**src/rtl/gate_stim_sequencer.sv**
```systemverilog
// Gate-block stimulus sequencer: walks a/b/c through all eight input vectors and
// compacts the returned {i,m,l,e} responses into a 16-bit MISR signature.
module gate_stim_sequencer #(
    parameter int unsigned DWELL    = 1,
    parameter logic [15:0] SIG_INIT = 16'h0000
) (
    input  logic        clk,
    input  logic        rst_n,
    input  logic        start,
    input  logic        abort,
    output logic        a,
    output logic        b,
    output logic        c,
    input  logic [3:0]  resp,
    output logic        busy,
    output logic        done,
    output logic [2:0]  vec_idx,
    output logic [15:0] signature,
    output logic        sig_valid
);
    typedef enum logic [1:0] {IDLE, DRIVE, SAMPLE, DONE} state_t;

    localparam logic [7:0] DWELL_LAST = 8'(DWELL - 1);

    state_t      state, next_state;
    logic [7:0]  dwell_cnt, dwell_cnt_nxt;
    logic [2:0]  vec_idx_nxt, abc_nxt;
    logic [15:0] signature_nxt;
    logic        busy_nxt, done_nxt, sig_valid_nxt;
    logic        feedback;

    // Taps for x^16 + x^14 + x^13 + x^11 + 1
    assign feedback = signature[15] ^ signature[13] ^ signature[12] ^ signature[10];

    always_ff @(posedge clk) begin
        if (!rst_n) begin
            state     <= IDLE;
            dwell_cnt <= '0;
            vec_idx   <= '0;
            signature <= SIG_INIT;
            sig_valid <= 1'b0;
            busy      <= 1'b0;
            done      <= 1'b0;
            a         <= 1'b0;
            b         <= 1'b0;
            c         <= 1'b0;
        end else begin
            state       <= next_state;
            dwell_cnt   <= dwell_cnt_nxt;
            vec_idx     <= vec_idx_nxt;
            signature   <= signature_nxt;
            sig_valid   <= sig_valid_nxt;
            busy        <= busy_nxt;
            done        <= done_nxt;
            {a, b, c}   <= abc_nxt;
        end
    end

    always_comb begin
        next_state = state;
        case (state)
            IDLE: begin
                if (start && !abort) next_state = DRIVE;
            end
            DRIVE: begin
                if (abort)                        next_state = IDLE;
                else if (dwell_cnt == DWELL_LAST) next_state = SAMPLE;
            end
            SAMPLE: begin
                if (abort)                 next_state = IDLE;
                else if (vec_idx == 3'd7)  next_state = DONE;
                else                       next_state = DRIVE;
            end
            DONE:    next_state = IDLE;
            default: next_state = IDLE;
        endcase
    end

    // Outputs are computed from the upcoming state so that every port comes straight off a flop
    always_comb begin
        dwell_cnt_nxt = dwell_cnt;
        vec_idx_nxt   = vec_idx;
        signature_nxt = signature;
        sig_valid_nxt = sig_valid;
        case (state)
            IDLE: begin
                if (next_state == DRIVE) begin
                    dwell_cnt_nxt = '0;
                    vec_idx_nxt   = '0;
                    signature_nxt = SIG_INIT;
                    sig_valid_nxt = 1'b0;
                end
            end
            DRIVE: begin
                if (next_state == DRIVE) dwell_cnt_nxt = dwell_cnt + 8'd1;
            end
            SAMPLE: begin
                if (!abort) begin
                    signature_nxt = {signature[14:0], feedback} ^ {12'h000, resp};
                    if (next_state == DRIVE) begin
                        vec_idx_nxt   = vec_idx + 3'd1;
                        dwell_cnt_nxt = '0;
                    end
                end
            end
            default: begin
            end
        endcase
        if (abort)               sig_valid_nxt = 1'b0;
        if (next_state == DONE)  sig_valid_nxt = 1'b1;
        busy_nxt = (next_state == DRIVE) || (next_state == SAMPLE);
        done_nxt = (next_state == DONE);
        abc_nxt  = busy_nxt ? vec_idx_nxt : 3'd0;
    end

endmodule
```
**config.mk**
```make
export PLATFORM = sky130hd
export DESIGN_NAME = gate_stim_sequencer
export DESIGN_NICKNAME = d
export VERILOG_FILES = /design/src/rtl/gate_stim_sequencer.sv
export SDC_FILE = /design/constraint.sdc
export NUM_CORES = 1
export LEC_CHECK = 0
export BUFFER_PORTS_ARGS = -buffer_cell sky130_fd_sc_hd__buf_2
export CAP_MARGIN = 10
export CORE_ASPECT_RATIO = 1.75
export CORE_MARGIN = 2
export CORE_UTILIZATION = 45
export DETAILED_ROUTE_END_ITERATION = 10
export PLACE_DENSITY_LB_ADDON = 0.12
export SLEW_MARGIN = 20
export SYNTH_ARGS = -nofsm -noshare
export SYNTH_HDL_FRONTEND = slang
export SYNTH_SLANG_ARGS = --single-unit
```
**constraint.sdc**
```tcl
create_clock -name clk -period 6.8 [get_ports clk]
set_input_delay 0 -clock clk [delete_from_list [all_inputs] [get_ports clk]]
set_output_delay 0 -clock clk [all_outputs]
set_load 0.03 [all_outputs]
```
==> out/qor.log <==
INFO  setup_path     timing.critical_path.fanout_max=17
INFO  setup_path     worst-setup-path-type=reg2reg
INFO  die            core.rowCount=28
INFO  synthesis      post-synth-top-area-cell=dfxtp_1
INFO  route          drtIter0Drc=24
INFO  setup_path     end_kind=flip-flop
INFO  clock_tree     postCtsSetupRepairBufs=0
INFO  sta            layout_worst_path_cycle_share=43.63%
INFO  setup_path     cp.required=7.01ns
INFO  die            die_area=0.004110mm^2
INFO  clock_tree     clock_latency=0.28ns
INFO  global_route   grt_pass1_vias=1424
INFO  cells_and_area area_growth=15.85%
INFO  status         status=finished, final reports clean
INFO  die            initial_utilization=47.61%
INFO  sta            fin_tns_setup=0ns
INFO  clock_tree     max-clock-path-buffers=2
INFO  synthesis      synth_flop_cell=dfxtp_1
INFO  cells_and_area final_cell_area=0.001874mm^2
INFO  power          power.static_leakage=0.7514nW
INFO  global_route   maximum_number_of_pins_on_one_net_before_global_route_repair=23
INFO  global_route   grt_use_total=19.31%
INFO  sta            timing_hold_violations_final=0
INFO  clock_tree     cts_max_level=2
INFO  global_route   grt_first_pass_wirelength=6251um
INFO  route          average_detailed_routed_wire_length_per_instance=14.02um
INFO  setup_path     path_delay_family=simple AND/OR/NAND/NOR gates
INFO  route          via_count=1477
INFO  sta            unrepaired_setup_endpoints_after_global_routing=no
INFO  power          peakVddDrop=0.0001282V
INFO  clock_tree     clock-root-buffer=clkbuf_8
INFO  die            die_width=49.33um
INFO  sta            final.hold.worst_slack=0.01762ns
INFO  place          port_buffers=32
INFO  die            die_height=83.32um
INFO  setup_path     timing.critical_path.buf_inv=0
INFO  setup_path     timing.critical_path.cells=nor3b_2 > a32oi_1 > ha_1 > or3b_1 > nand3_1 > a21oi_1
INFO  route          viasPerCell=5.659
INFO  synthesis      synth_edf_count=0
INFO  place          gp_congestion=0.8440
INFO  synthesis      synth_largest_type_area_fraction=43.31%
INFO  clock_tree     clock-sinks=35
INFO  synthesis      synth_cell_types=36
INFO  setup_path     slowest_stage=nor3b_2
INFO  job            drv.max_cap_violation_count=0
INFO  global_route   antenna_found_initial=0
INFO  cells_and_area final_layout_size_suffix_gt1_share=19.91%
INFO  clock_tree     worst_setup_hold_path_clk_slew=0.07ns
INFO  cells_and_area fin_nets=231
INFO  synthesis      syn_area=0.001618mm^2
INFO  route          drcViolationCount=0
INFO  power          power.density=203.7mW/mm^2
INFO  sta            worstMarginPinSlew=0.9819ns
INFO  synthesis      yosysSeqAreaShare=43.31%
INFO  sta            drv_slew=0
INFO  sta            timing.max_slew.rel_slack=34.25%
INFO  sta            timing.final.crit_period=2.967ns
INFO  clock_tree     cts_buffers=5
INFO  setup_path     start_kind=flip-flop
INFO  die            fp.coreArea=0.003398mm^2
INFO  clock_tree     cts_hold_repair.buffers=0
INFO  sta            setup_violations=0
INFO  cells_and_area filler_cells_inserted=336
INFO  synthesis      ys.warnings.count=0
INFO  synthesis      ys_seq_elements=35
INFO  route          postRouteAntennaNets=0
INFO  sta            fmax=337.1MHz
INFO  synthesis      syn_inst=188
INFO  synthesis      synthesized_netlist_net_count=203
INFO  die            io_pins=33
INFO  synthesis      async_set_or_reset_register_ratio_after_synthesis=0%
INFO  setup_path     reg2reg_slack=3.83ns
INFO  cells_and_area diode_insertion_count_for_antenna_repair=0
INFO  route          drt-pass1-iter-count=4
INFO  clock_tree     postCtsResizedCells=0
INFO  route          postRouteWirelength=3659um
INFO  clock_tree     clock_tree_from_tritoncts=built
INFO  power          post-layout-total-power=0.0003817W
INFO  setup_path     critPathMaxStageDelay=0.87ns
INFO  synthesis      synth.area.top_cells=dfxtp_1 (43%), a21oi_1 (9.0%), nand3_1 (5.9%), ha_1 (5.4%), nand2_1 (4.2%)
INFO  worst_hold_path worst_hold_path_type=in2reg
INFO  sta            worst_clock_skew=0.006262ns
INFO  place          hpwlAfterDp=2716um
INFO  place          dpl-instance-area=0.001787mm^2
INFO  global_route   remaining_global_route_overflow=0
INFO  synthesis      syn_area_per_cell=8.605um^2
INFO  setup_path     arrival_worst_endpoint=3.17ns
## layer usage
metal,vias to the layer above,routed length [um],GRT usage [%]
met5,-,0,0
met4,0,68,8.312
met3,8,111,3.417
met2,36,2016,35.75
met1,705,1463,20.55
li1,728,-,-
## logic make-up (layout without fill, tap and decap cells)
group	Yosys count	in the layout	synth area share (%)
compound gates	50	50	17.94
xor+xnor	5	5	3.557
fa+ha+maj	7	7	5.414
buf+inv	20	48	5.027
flops	35	35	43.31
mux	1	1	0.6187
simple gates	70	70	24.13
## registers in the layout, indices dropped and copies added (netlist names)
signal,cells
busy,1
vec_idx,3
state,2
sig_valid,1
done,1
b,1
a,1
signature,16
dwell_cnt,8
c,1
## report_power, final
part	switching, W	leakage, nW	total, W	internal, W
Clock	0.0000702	0.0470	0.000150	0.0000794
Combinational	0.0000164	0.422	0.0000234	0.00000704
Sequential	0.00000228	0.282	0.000209	0.000206
Total	0.0000888	0.751	0.000382	0.000293
## Yosys cell counts (2+ instances only)
cell type,instances
a21oi_1,29
nor4bb_1,2
buf_2,5
o31ai_1,5
o21ai_0,7
or3b_1,2
xor2_1,4
o211ai_1,2
nand2_1,18
nand2b_1,2
nand4b_1,2
ha_1,7
and2_1,5
or4_1,5
dfxtp_1,35
clkbuf_1,6
nand4_1,4
nor3_1,2
nand3_1,19
nor2_1,4
inv_1,8
## worst register-to-register path, cell delays in order, from the launching register on
cell     delay [ns]
dfxtp_1        0.54
nor3b_2        0.87
a32oi_1        0.21
ha_1           0.38
or3b_1         0.57
nand3_1        0.15
a21oi_1        0.17
## worst paths after layout
kind,end,from,cells past startpoint
max,signature[12],state[1],6
min,signature[3],resp[3],4
max reg2reg,signature[12],state[1],6
min reg2reg,signature[7],signature[6],2
## cell usage in the layout (no fill, tap or decap)
cell type | synthesis | layout
or3b_1 | 2 | 2
o211ai_2 | 1 | 1
inv_2 | 1 | 1
o31ai_1 | 5 | 5
xnor3_1 | 1 | 1
nor3_1 | 2 | 2
or4_1 | 5 | 5
o21ai_0 | 7 | 7
nor4bb_1 | 2 | 2
o21ai_1 | 1 | 1
nor3b_2 | 1 | 1
a22oi_1 | 1 | 1
a21oi_1 | 29 | 29
ha_1 | 7 | 7
nand4_1 | 4 | 4
and2_1 | 5 | 5
nor4_1 | 1 | 1
o211ai_1 | 2 | 2
nand4b_1 | 2 | 2
mux2i_1 | 1 | 1
nor2_1 | 4 | 4
clkbuf_8 | 0 | 6
buf_2 | 5 | 32
a21bo_2 | 1 | 1
a32oi_1 | 1 | 1
nand2b_1 | 2 | 2
or3_1 | 1 | 1
xor2_1 | 4 | 4
a31oi_1 | 1 | 1
nand3_1 | 19 | 19
nor4b_1 | 1 | 1
inv_1 | 8 | 8
nor3b_1 | 1 | 1
o21a_1 | 1 | 1
dfxtp_1 | 35 | 35
nand2_1 | 18 | 18
clkinv_2 | 0 | 1
## stage by stage
stage | utilization [%] | cells | setup slack, ns
finish | 55.15 | 261 | 3.833
floorplan | - | 188 | 4.450
global route | 55.15 | 261 | 3.512
detailed placement | 52.58 | 254 | 3.855
CTS | 55.15 | 261 | 3.845
global placement | 52.58 | 254 | 4.077
## area by class of cell
type / count / area (um^2) / area share, %
Clock buffer: 6 / 82.58 / 4.406
Clock inverter: 1 / 5.005 / 0.2670
Inverter: 9 / 33.78 / 1.802
Multi-Input combinational cell: 133 / 835.8 / 44.59
Sequential cell: 35 / 700.7 / 37.38
Tap cell: 45 / 56.30 / 3.004
Timing Repair Buffer: 32 / 160.2 / 8.545
(Power assumes the default switching activity.)
